==> src/rtl/instr_fetch.sv <==
// Byte-serial instruction fetch unit for the v6502 core.
// Loads the PC from the reset vector, fetches opcode plus operand bytes over a
// one-outstanding-read memory handshake, and presents one whole instruction at
// a time on a valid/ready port. A jump pulse redirects the stream and flushes
// whatever instruction was in progress.
module instr_fetch #(
    parameter logic [15:0] VECTOR_ADDR = 16'hFFFC
) (
    input  logic        i_clk,
    input  logic        i_rst_n,
    output logic [15:0] o_mem_addr,
    output logic        o_mem_rd,
    input  logic [7:0]  i_mem_data,
    input  logic        i_mem_valid,
    output logic [7:0]  o_opcode,
    output logic [15:0] o_operand,
    output logic [1:0]  o_len,
    output logic [15:0] o_pc,
    output logic        o_valid,
    input  logic        i_ready,
    input  logic        i_jump,
    input  logic [15:0] i_jump_addr
);

    typedef enum logic [2:0] {
        ST_VEC_LO,
        ST_VEC_HI,
        ST_OP,
        ST_ARG_LO,
        ST_ARG_HI,
        ST_PRESENT,
        ST_DRAIN
    } state_t;

    state_t      state_reg;
    logic [15:0] pc_reg;        // address of the next byte to fetch
    logic [15:0] mem_addr_reg;
    logic        mem_rd_reg;
    logic [7:0]  opcode_reg;
    logic [15:0] operand_reg;
    logic [1:0]  len_reg;
    logic [15:0] pc_out_reg;    // address of the opcode being assembled/presented
    logic        valid_reg;

    logic        mem_ack;
    logic [15:0] pc_inc;
    logic [1:0]  fetched_len;
    logic        jump_taken;

    // Instruction length from the opcode byte; every opcode gets a length,
    // earlier rules take priority over later ones.
    function automatic logic [1:0] op_len(input logic [7:0] op);
        logic [1:0] len;
        if (op == 8'h20)
            len = 2'd3;
        else if (op == 8'h00 || op == 8'h40 || op == 8'h60)
            len = 2'd1;
        else if (op[1:0] == 2'b11)
            len = 2'd1;
        else if (op[3:0] == 4'h8 || op[3:0] == 4'hA)
            len = 2'd1;
        else if (op[3:0] == 4'hC || op[3:0] == 4'hD || op[3:0] == 4'hE)
            len = 2'd3;
        else if (op[3:0] == 4'h9 && op[4])
            len = 2'd3;
        else
            len = 2'd2;
        return len;
    endfunction

    // A data beat only counts when a read is actually outstanding.
    assign mem_ack     = mem_rd_reg & i_mem_valid;
    assign pc_inc      = pc_reg + 16'd1;
    assign fetched_len = op_len(i_mem_data);
    // Jumps are meaningless until the vector has been loaded.
    assign jump_taken  = i_jump && (state_reg != ST_VEC_LO) && (state_reg != ST_VEC_HI);

    // Fetch sequencer: all outputs are registered and change only here.
    always_ff @(posedge i_clk or negedge i_rst_n) begin
        if (!i_rst_n) begin
            state_reg    <= ST_VEC_LO;
            pc_reg       <= 16'h0000;
            mem_addr_reg <= VECTOR_ADDR;
            mem_rd_reg   <= 1'b0;
            opcode_reg   <= 8'h00;
            operand_reg  <= 16'h0000;
            len_reg      <= 2'd0;
            pc_out_reg   <= 16'h0000;
            valid_reg    <= 1'b0;
        end else if (jump_taken) begin
            pc_reg      <= i_jump_addr;
            valid_reg   <= 1'b0;
            operand_reg <= 16'h0000;
            if (mem_rd_reg && !i_mem_valid) begin
                // Read still in flight: keep the request up and swallow its data.
                state_reg <= ST_DRAIN;
            end else begin
                // No read pending (or it completes now and is discarded).
                state_reg    <= ST_OP;
                mem_rd_reg   <= 1'b1;
                mem_addr_reg <= i_jump_addr;
            end
        end else begin
            case (state_reg)
                ST_VEC_LO: begin
                    if (!mem_rd_reg) begin
                        // First cycle out of reset: raise the vector read.
                        mem_rd_reg <= 1'b1;
                    end else if (mem_ack) begin
                        pc_reg[7:0]  <= i_mem_data;
                        mem_addr_reg <= VECTOR_ADDR + 16'd1;
                        state_reg    <= ST_VEC_HI;
                    end
                end
                ST_VEC_HI: begin
                    if (mem_ack) begin
                        pc_reg[15:8] <= i_mem_data;
                        mem_addr_reg <= {i_mem_data, pc_reg[7:0]};
                        state_reg    <= ST_OP;
                    end
                end
                ST_OP: begin
                    if (mem_ack) begin
                        opcode_reg  <= i_mem_data;
                        len_reg     <= fetched_len;
                        pc_out_reg  <= pc_reg;
                        pc_reg      <= pc_inc;
                        operand_reg <= 16'h0000;
                        if (fetched_len == 2'd1) begin
                            mem_rd_reg <= 1'b0;
                            valid_reg  <= 1'b1;
                            state_reg  <= ST_PRESENT;
                        end else begin
                            mem_addr_reg <= pc_inc;
                            state_reg    <= ST_ARG_LO;
                        end
                    end
                end
                ST_ARG_LO: begin
                    if (mem_ack) begin
                        operand_reg[7:0] <= i_mem_data;
                        pc_reg           <= pc_inc;
                        if (len_reg == 2'd3) begin
                            mem_addr_reg <= pc_inc;
                            state_reg    <= ST_ARG_HI;
                        end else begin
                            mem_rd_reg <= 1'b0;
                            valid_reg  <= 1'b1;
                            state_reg  <= ST_PRESENT;
                        end
                    end
                end
                ST_ARG_HI: begin
                    if (mem_ack) begin
                        operand_reg[15:8] <= i_mem_data;
                        pc_reg            <= pc_inc;
                        mem_rd_reg        <= 1'b0;
                        valid_reg         <= 1'b1;
                        state_reg         <= ST_PRESENT;
                    end
                end
                ST_PRESENT: begin
                    if (i_ready) begin
                        // Accepted: start the next opcode read right away.
                        valid_reg    <= 1'b0;
                        mem_rd_reg   <= 1'b1;
                        mem_addr_reg <= pc_reg;
                        state_reg    <= ST_OP;
                    end
                end
                ST_DRAIN: begin
                    if (mem_ack) begin
                        mem_addr_reg <= pc_reg;
                        state_reg    <= ST_OP;
                    end
                end
                default: begin
                    state_reg  <= ST_VEC_LO;
                    mem_rd_reg <= 1'b0;
                    valid_reg  <= 1'b0;
                end
            endcase
        end
    end

    assign o_mem_addr = mem_addr_reg;
    assign o_mem_rd   = mem_rd_reg;
    assign o_opcode   = opcode_reg;
    assign o_operand  = operand_reg;
    assign o_len      = len_reg;
    assign o_pc       = pc_out_reg;
    assign o_valid    = valid_reg;

endmodule

==> config.mk <==
export PLATFORM = sky130hd
export DESIGN_NAME = instr_fetch
export DESIGN_NICKNAME = d
export VERILOG_FILES = /design/src/rtl/instr_fetch.sv
export SDC_FILE = /design/constraint.sdc
export NUM_CORES = 1
export LEC_CHECK = 0
export BUFFER_PORTS_ARGS = -buffer_cell sky130_fd_sc_hd__clkbuf_2
export CAP_MARGIN = 5
export CORE_ASPECT_RATIO = 2
export CORE_MARGIN = 4
export CORE_UTILIZATION = 57
export DETAILED_ROUTE_END_ITERATION = 6
export PLACE_DENSITY = 0.81
export SLEW_MARGIN = 20
export SYNTH_ARGS = -nofsm -noshare
export SYNTH_HDL_FRONTEND = slang
export SYNTH_SLANG_ARGS = --single-unit
==> constraint.sdc <==
create_clock -name i_clk -period 6.1 [get_ports i_clk]
set_input_delay 0.915 -clock i_clk [delete_from_list [all_inputs] [get_ports i_clk]]
set_output_delay 0.915 -clock i_clk [all_outputs]
set_load 0.1 [all_outputs]
* Word level (Yosys, flattened, before mapping)
Cells that the tools add are included.
W data, S select, Z words.
** Storage, ports and cells
- Flip-flop bits (word level) :: 79
- Bits of input ports :: 29
- Output and inout port bits :: 60
- Logic and storage cells :: 137
** Operators by class
- Add/subtract/negate cells :: 1
- Equality and inequality tests :: 36
- Mux-type cells :: 57
- Bitwise gates (word level) :: 2
- Reductions and logical operators :: 30
** Operators by type and width (count)
- $mux W16 :: 15
- $pmux W16 S6 :: 1
- $pmux W8 S2 :: 4
- $ne A3 B3 Y1 const B :: 12
- $mux W3 :: 10
- $eq A4 B4 Y1 const B :: 6
- $mux W1 :: 18
- $pmux W3 S6 :: 1
- $add A16 B1 Y16 const B :: 1
- $eq A8 B7 Y1 const B :: 2
- $mux W8 :: 2
- $reduce_bool A3 Y1 :: 5
- $reduce_and A7 Y1 :: 2
- $reduce_and A3 Y1 :: 4
- $reduce_and A11 Y1 :: 1
- $eq A3 B3 Y1 const B :: 3
- $ne A3 B1 Y1 const B :: 3
- $eq A8 B6 Y1 const B :: 1
- $logic_not A8 Y1 :: 1
- $mux W2 :: 4
- $reduce_and A8 Y1 :: 1
- $reduce_bool A7 Y1 :: 1
- $eq A3 B2 Y1 const B :: 2
- $pmux W1 S6 :: 1
- other kinds (15) :: 25

* Depth between registers and ports, before layout
Gate-level depths: netlist (run 1).
- Word-level depth :: 13
- Depth in mapped cells :: 8
- Gate-level depth less buffers :: 6

* Least setup slack after synthesis (run 1)
No wires, ideal clock.
- Kind :: input-to-reg
- Start point :: input port i_mem_data[2]
- End point :: register mem_addr_reg[10] (netlist: o_mem_addr[10])
- Setup time :: 0.082 ns
- Arrival time :: 2.475 ns
- Data required time :: 6.018 ns
- Setup slack :: 3.543 ns
- Stages on the path :: 7
- Path buffers :: 2
- Cell sequence :: buf_6 -> or4_4 -> a211oi_4 -> o21ai_2 -> nand2_4 -> buf_6 -> mux2_4
** Between the ends
- Cells in the longest elaborated chain, start to end :: 11
- Elaborated cells between the ends (all ways) :: 28
- Classes of those cells :: eq/ne: 11; mux: 9; reduce/logical: 8
** Ends and longest elaborated chain
- start: declaration :: RTL line 13 : input logic [7:0] i_mem_data,
- $eq A4 B4 Y1, on equally long branches :: RTL line 64, 62
- $logic_and A1 B1 Y1 or $logic_or A1 B1 Y1 (tied branches) :: RTL line 64, 62
- $mux W1 or $logic_or A1 B1 Y1 (tied branches) :: RTL line 64, 62
- $mux W1 :: RTL line 62 : else if (op[3:0] == 4'hC || op[3:0] == 4'hD || op[3:0] == 4'hE)
- $mux W2 :: RTL line 60 : else if (op[3:0] == 4'h8 || op[3:0] == 4'hA)
- $mux W2 :: RTL line 58 : else if (op[1:0] == 2'b11)
- $mux W2 :: RTL line 56 : else if (op == 8'h00 || op == 8'h40 || op == 8'h60)
- $mux W2 :: RTL line 54 : if (op == 8'h20)
- $eq A2 B1 Y1 :: RTL line 129 : if (fetched_len == 2'd1) begin
- $ne A3 B3 Y1 (no source line)
- $reduce_and A11 Y1 (no source line)
- end signal: assignment :: RTL line 118 : mem_addr_reg <= {i_mem_data, pc_reg[7:0]};
- end signal: assignment :: RTL line 134 : mem_addr_reg <= pc_inc;
- end signal: assignment :: RTL line 144 : mem_addr_reg <= pc_inc;
- end: declaration :: RTL line 37 : logic [15:0] mem_addr_reg;
Parallel ways exist; a longest one is shown, timed or not. The select of a mux whose other input is x is not followed.
A chain may end at the register's enable or synchronous reset.

* Worst setup path after layout (run 1)
- Start point :: input port i_jump
- End point :: register mem_addr_reg[15] (netlist: o_mem_addr[15])
** Between the ends
- Cells in the longest elaborated chain, start to end :: 4
- Elaborated cells between the ends (all ways) :: 15
- Classes of those cells :: eq/ne: 10; mux: 1; reduce/logical: 4
** Ends and longest elaborated chain
- start: declaration :: RTL line 21 : input logic i_jump,
- $logic_and A1 B1 Y1 * (2 in series) :: RTL line 76 : assign jump_taken = i_jump && (state_reg != ST_VEC_LO) && (state_reg != ST_VEC_HI);
- $reduce_bool A7 Y1 (no source line), or another cell as far along
- $reduce_and A11 Y1 (no source line)
- end signal: assignment :: RTL line 101 : mem_addr_reg <= i_jump_addr;
- end signal: assignment :: RTL line 111 : mem_addr_reg <= VECTOR_ADDR + 16'd1;
- end signal: assignment :: RTL line 118
Mark *: on every way between the ends. The rest lies on a longest branch, timed or not.

==> results of run 1 <==
==> cells in the final DEF, fill, tap and decap left out, types with 7 or more instances in the layout <==
cell,count
inv_1,15
a21oi_1,26
nand2b_1,7
xnor2_1,10
dfrtp_1,65
nor2_1,31
nand2_1,62
o21ai_0,60
and2_1,7
mux2_2,23
o22ai_1,11
mux2_4,8
a31oi_1,11
clkbuf_2,87
o21a_1,7
dfstp_2,14
clkbuf_16,9
nand3_1,13
mux2i_1,7
a22o_1,10
==> area by class of cell <==
cell class              count  area share
clock buffers              12      0.0443
inverters                  17      0.0115
well taps                  98      0.0220
flip-flops and latches     79       0.358
clock inverters             4     0.00967
multi-input cells         390       0.469
repair buffers             92      0.0850
==> cells by family after synthesis <==
logic type / after synthesis / synth area share
AOI/OAI and AO/OA: 177 / 0.244
xor gates and xnor gates: 14 / 0.0250
DFF: 79 / 0.406
adders and majority gates: 1 / 0.00255
buffers and inverters: 64 / 0.0635
and+or+nand+nor: 160 / 0.167
muxes: 38 / 0.0915
==> worst max-delay path, stage by stage <==
cell and delay, ps:
clkbuf_2 560, o21a_1 830, a21oi_1 120, a221o_1 370, mux2_2 290
==> stage by stage <==
step | instances | util | worst slack [ps] | cell area, um^2 | hold WS [ps]
CTS | 692 | 0.665 | 3170 | 5560 | 471
finish | 692 | 0.666 | 3260 | 5560 | 471
global route | 692 | 0.666 | 3090 | 5560 | 494
floorplan | 533 | - | 3540 | 4910 | 535
global placement | 676 | 0.629 | 3000 | 5260 | 459
detailed placement | 676 | 0.629 | 2880 | 5260 | 462
==> worst max-delay path by stage <==
stage                   from        endpoint  depth (start not counted)
3_3_place_gp          i_jump         o_pc[3]                          4
2_1_floorplan  i_mem_data[2]  o_mem_addr[10]                          7
3_5_place_dp          i_jump         o_pc[5]                          4
4_1_cts         state_reg[0]     o_opcode[7]                          4
5_1_grt               i_jump       pc_reg[7]                          6
6_report              i_jump  o_mem_addr[15]                          5
==> layer usage <==
metal | vias up | global-route usage | routed length, um
li1 | 2056 | - | -
met1 | 2177 | 0.327 | 4960
met2 | 262 | 0.481 | 7370
met3 | 76 | 0.0534 | 1070
met4 | 0 | 0.250 | 1290
met5 | - | 0 | 0
==> results.md, run 1 <==
* Reg2Reg Depth at 6
* CTS tree: built
* Clk root buf: clkbuf_16
* Synth-to-layout area growth at 13.4%
* CP max FO at 40
* Initial Util at 0.588
* WP data required at between 6000 and 7000 ps
* Number of port buffers at 88
* DRT Pass-1 Iters at 5
* HPWL Detailed at 10.4 mm
* DR vias/cell at approximately 6.6
* Final period util at 0.466
* Post-synthesis cell type count at 78
* # hold bufs at CTS at 0
* Slew Limit Fails at 0
* Post-Synthesis Net Count at 563
* Post-synthesis cell count at 533
* Final Wtd Congestion at a little over 0.9
* Synth top area share at 0.331
* Sink Count at 79
* Tmin final at 2840 ps
* Area contributors post-synth: dfrtp_1 (33%), dfstp_2 (7.5%), o21ai_0 (6.1%)
* Final Skew at 4.11 ps
* Gr usage total at 0.299
* Synth area leader: dfrtp_1
* End of the worst register-to-register path: o_mem_rd
* FFs w/ async S/R, synth at 1.00
* Die height at 139 um
* Clock buffer depth at 2
* EDFF count, synth at 0
* Fraction of layout cells with a size suffix above 1 at 0.291
* Chip width at between 70 and 80 um
* R2R setup slack at 3390 ps
* Die area at approximately 10000 um^2
* Ys flop type: dfrtp_1
* Core box area at 8350 um^2
* Row count at 47
* CTS resizes at 0
* Max-cap violations at 0
* Fin. Hold Viols at 0
* Routed via count at roughly 4600
* Crit Path Class: input pin to register
* Clk_lat worst skew at ~350 ps
* FILL cells at roughly 710
* CTS Buf Count at 9
* Outcome: complete, no violations
* Nets at 619
* Worst slew margin at 0.347
* Antenna-violating nets left at 0
* Total grt overflow at 0
* Area of the multi-input gates at 2610 um^2
* Antenna Cells at 0
* Yosys Warn Count at 0
* Data arrival, critical path at 3120 ps
* Clock Pin Slew Worst Setup and Hold Paths at 60 ps
* R2r startpoint: state_reg[2]
* Max Clk Rate at 0.352 GHz
* Drt total wl at 14.7 mm
* First-pass GRT wire length at 23.3 mm
* WHS Path Cells at 2
* Worst Tran Pin Value at 979 ps
* Crit start category: input pin
* Vias in the first global route at approximately 4500
* Per-cell routed wire length at 21.2 um
* Initial antenna violation count at 0
* Post-CTS setup buffer count at 0
* DRC viols at 0
* Most frequent cell after synthesis: dfrtp_1
* Pin count of the biggest net entering global routing at 80
* Htree depth at 3
* #FFs+latches synth at 79
* RSZ-0062 raised after global routing: no
* Synthesized cell area at 4910 um^2
* Total area of sequential cells at 1990 um^2
* Iteration-0 DRC Markers at 465
* I/O pins at 89
* Critical path capture point type: register
* HP Start: o_mem_addr[11]
* Hold crit path type: register to register
* Post-synthesis sequential area ratio at 0.406
* Final setup vio count at 0
* Final setup TNS at 0 ps
* Hold endpoint: o_mem_addr[11]
* Mean Syn Cell Area at 9.21 um^2
* Commonest cells in the netlist: dfrtp_1 (65), nand2_1 (63), o21ai_0 (60)
Power of run 1 is not shown: default switching activity piles up to over one toggle a cycle in this logic, so the estimate is an artifact.
==> run 2, diff against run 1 <==
- CORE_UTILIZATION: 57 -> 51
- PLACE_DENSITY: 0.81 -> 0.77
- clock period: 6.1 -> 2.5 ns (I/O delays scaled with it)
==> run 2 against run 1 <==
  * Core utilization shrank 4.6 points
  * Clock-buffer cell count shrank 2
  * Global-route usage grew 0.18 points
  * Final cell count grew 5.2%
  * Clock skew grew 2.7 ps
==> results.md, run 2 (same netlist as run 1, synthesis figures left out) <==
* Post-DP Area at 5510 um^2 (was 5260 um^2)
* Initial Util at 0.523 (was 0.588)
* Clock Pin Slew Worst Setup and Hold Paths at 60 ps (about the same)
* Synth-to-layout area growth at 18.6% (was 13.4%)
* Commonest non-fill, non-tap cell in the layout: clkbuf_2 (unchanged)
* DRT Pass-1 Iters at 6 (was 5)
* First-pass GRT wire length at 26.0 mm (was 23.3 mm)
* CTS Buf Count at 9 (unchanged)
* Gr usage total at 0.301 (was 0.299)
* Critical path capture point type: register (unchanged)
* Most frequent cells in the layout: clkbuf_2 (87), dfrtp_1 (65), nand2_1 (63), o21ai_0 (60), buf_4 (33) (was clkbuf_2 (87), dfrtp_1 (65), nand2_1 (62), o21ai_0 (60), nor2_1 (31))
* DR vias/cell at 6.26 (was 6.61)
* Crit start category: register (was input pin)
* Per-cell routed wire length at 22.6 um (was 21.2 um)
* Core box area at 9380 um^2 (was 8350 um^2)
* Pre-CTS setup slack at 202 ps (was 2880 ps)
* Final instance area at 5820 um^2 (was 5560 um^2)
* DRC viols at 0 (unchanged)
* Max Clk Rate at 0.425 GHz
* Post-CTS setup buffer count at 0 (unchanged)
* Clock buffer depth at 2 (unchanged)
* Clk root buf: clkbuf_16 (unchanged)
* Pin count of the biggest net entering global routing at 80 (unchanged)
* Max-cap violations at 0 (unchanged)
* I/O pins at 89 (unchanged)
* Outcome: complete, no violations (unchanged)
* Antenna Cells at 0 (unchanged)
* Drt total wl at 16.5 mm (was 14.7 mm)
* Post-layout util at 0.620 (was 0.666)
* Slew Limit Fails at 0 (unchanged)
* Nets at 649 (was 619)
* Reg2Reg Depth at 7 (was 6)
* Chip width at 77.4 um (was 73.6 um)
* # hold bufs at CTS at 0 (unchanged)
* Final setup TNS at 0 ps (unchanged)
* R2R setup slack at 150 ps (was 3390 ps)
* End of the worst register-to-register path: o_mem_addr[14] (was o_mem_rd)
* Data arrival, critical path at 2620 ps (was 3120 ps)
* CTS tree: built (unchanged)
* Final setup vio count at 0 (unchanged)
* WP data required at 2770 ps (was 6370 ps)
* Vias in the first global route at 4809 (was 4478)
* Die area at 11400 um^2 (was 10200 um^2)
* Final Skew at 6.76 ps (was 4.11 ps)
* HPWL Detailed at 12.3 mm (was 10.4 mm)
* Die height at 147 um (was 139 um)
* Htree depth at 3 (unchanged)
* Final Wtd Congestion at 0.965 (was 0.929)
* Sink Count at 79 (unchanged)
* Hold crit path type: input pin to async pin (was register to register)
* RSZ-0062 raised after global routing: no (unchanged)
* Crit Path Class: register to register (was input pin to register)
* CP max FO at 9 (was 40)
* Antenna-violating nets left at 0 (unchanged)
* Initial antenna violation count at 0 (unchanged)
* Final WS setup at 146 ps (was 3260 ps)
* Total grt overflow at 0 (unchanged)
* Number of port buffers at 88 (unchanged)
* Tmin final at approximately 2400 ps
* Clk_lat worst skew at 340 ps (was 350 ps)
* R2r startpoint: pc_reg[1] (was state_reg[2])
* CTS resizes at 0 (unchanged)
* Iteration-0 DRC Markers at 369 (was 465)
* Worst Tran Pin Value at 1050 ps (was 979 ps)
* Fin. Hold Viols at 0 (unchanged)
* Final period util at 0.941
* Row count at 50 (was 47)
* Fraction of layout cells with a size suffix above 1 at 0.324 (was 0.291)
* Worst slew margin at 0.299 (was 0.347)
* Routed via count at 4556 (was 4571)
run 2: cell types whose count changed in the layout (fill, tap and decap cells not counted):
cell / delta
clkinvlp_4: -2
nand2_1: +1
clkinv_4: +3
clkinv_1: +1
nand2_2: -1
clkbuf_1: -2
a31oi_2: -1
a31oi_1: +1
buf_4: +28
buf_12: +2
run 2: how the worst max path moves through the flow:
stage	start	cells past startpoint	slack, ps	endpoint
finish	pc_reg[1]	7	150	o_mem_addr[14]
global route	state_reg[2]	4	30	pc_reg[7]
CTS	pc_reg[1]	7	160	o_mem_addr[14]
detailed placement	pc_reg[1]	7	200	o_mem_addr[14]
global placement	pc_reg[1]	7	250	o_mem_addr[14]
floorplan	o_mem_rd	5	110	o_operand[2]
run 2: area by class of cell:
type | instances | area, um^2
timing repair buffer | 122 | 723
sequential | 79 | 1990
tap | 104 | 130
clock inverter | 6 | 68.8
multi-input combinational | 390 | 2600
clock buffer | 10 | 239
fill | 845 | 3560
inverter | 17 | 63.8
run 2: critical path, cell delays in order, from the launching register on:
cell	delay, ps
dfrtp_1	540
ha_1	410
inv_1	140
nor4_1	340
buf_4	190
xnor2_1	110
o221ai_1	230
mux2_4	320
run 2: metal layers:
layer / vias up / part of all wire / track usage
li1: 2116 / - / -
met1: 2178 / 0.34 / 0.304
met2: 199 / 0.54 / 0.540
met3: 63 / 0.048 / 0.0466
met4: 0 / 0.077 / 0.231
met5: - / 0 / 0
run 2: stage by stage:
step,instances,hold WS [ps]
3_5_place_dp,712,469
2_1_floorplan,533,79.4
4_1_cts,728,232
6_report,728,196
5_1_grt,728,284
3_3_place_gp,712,460
Power of run 2 is left out for the same reason.
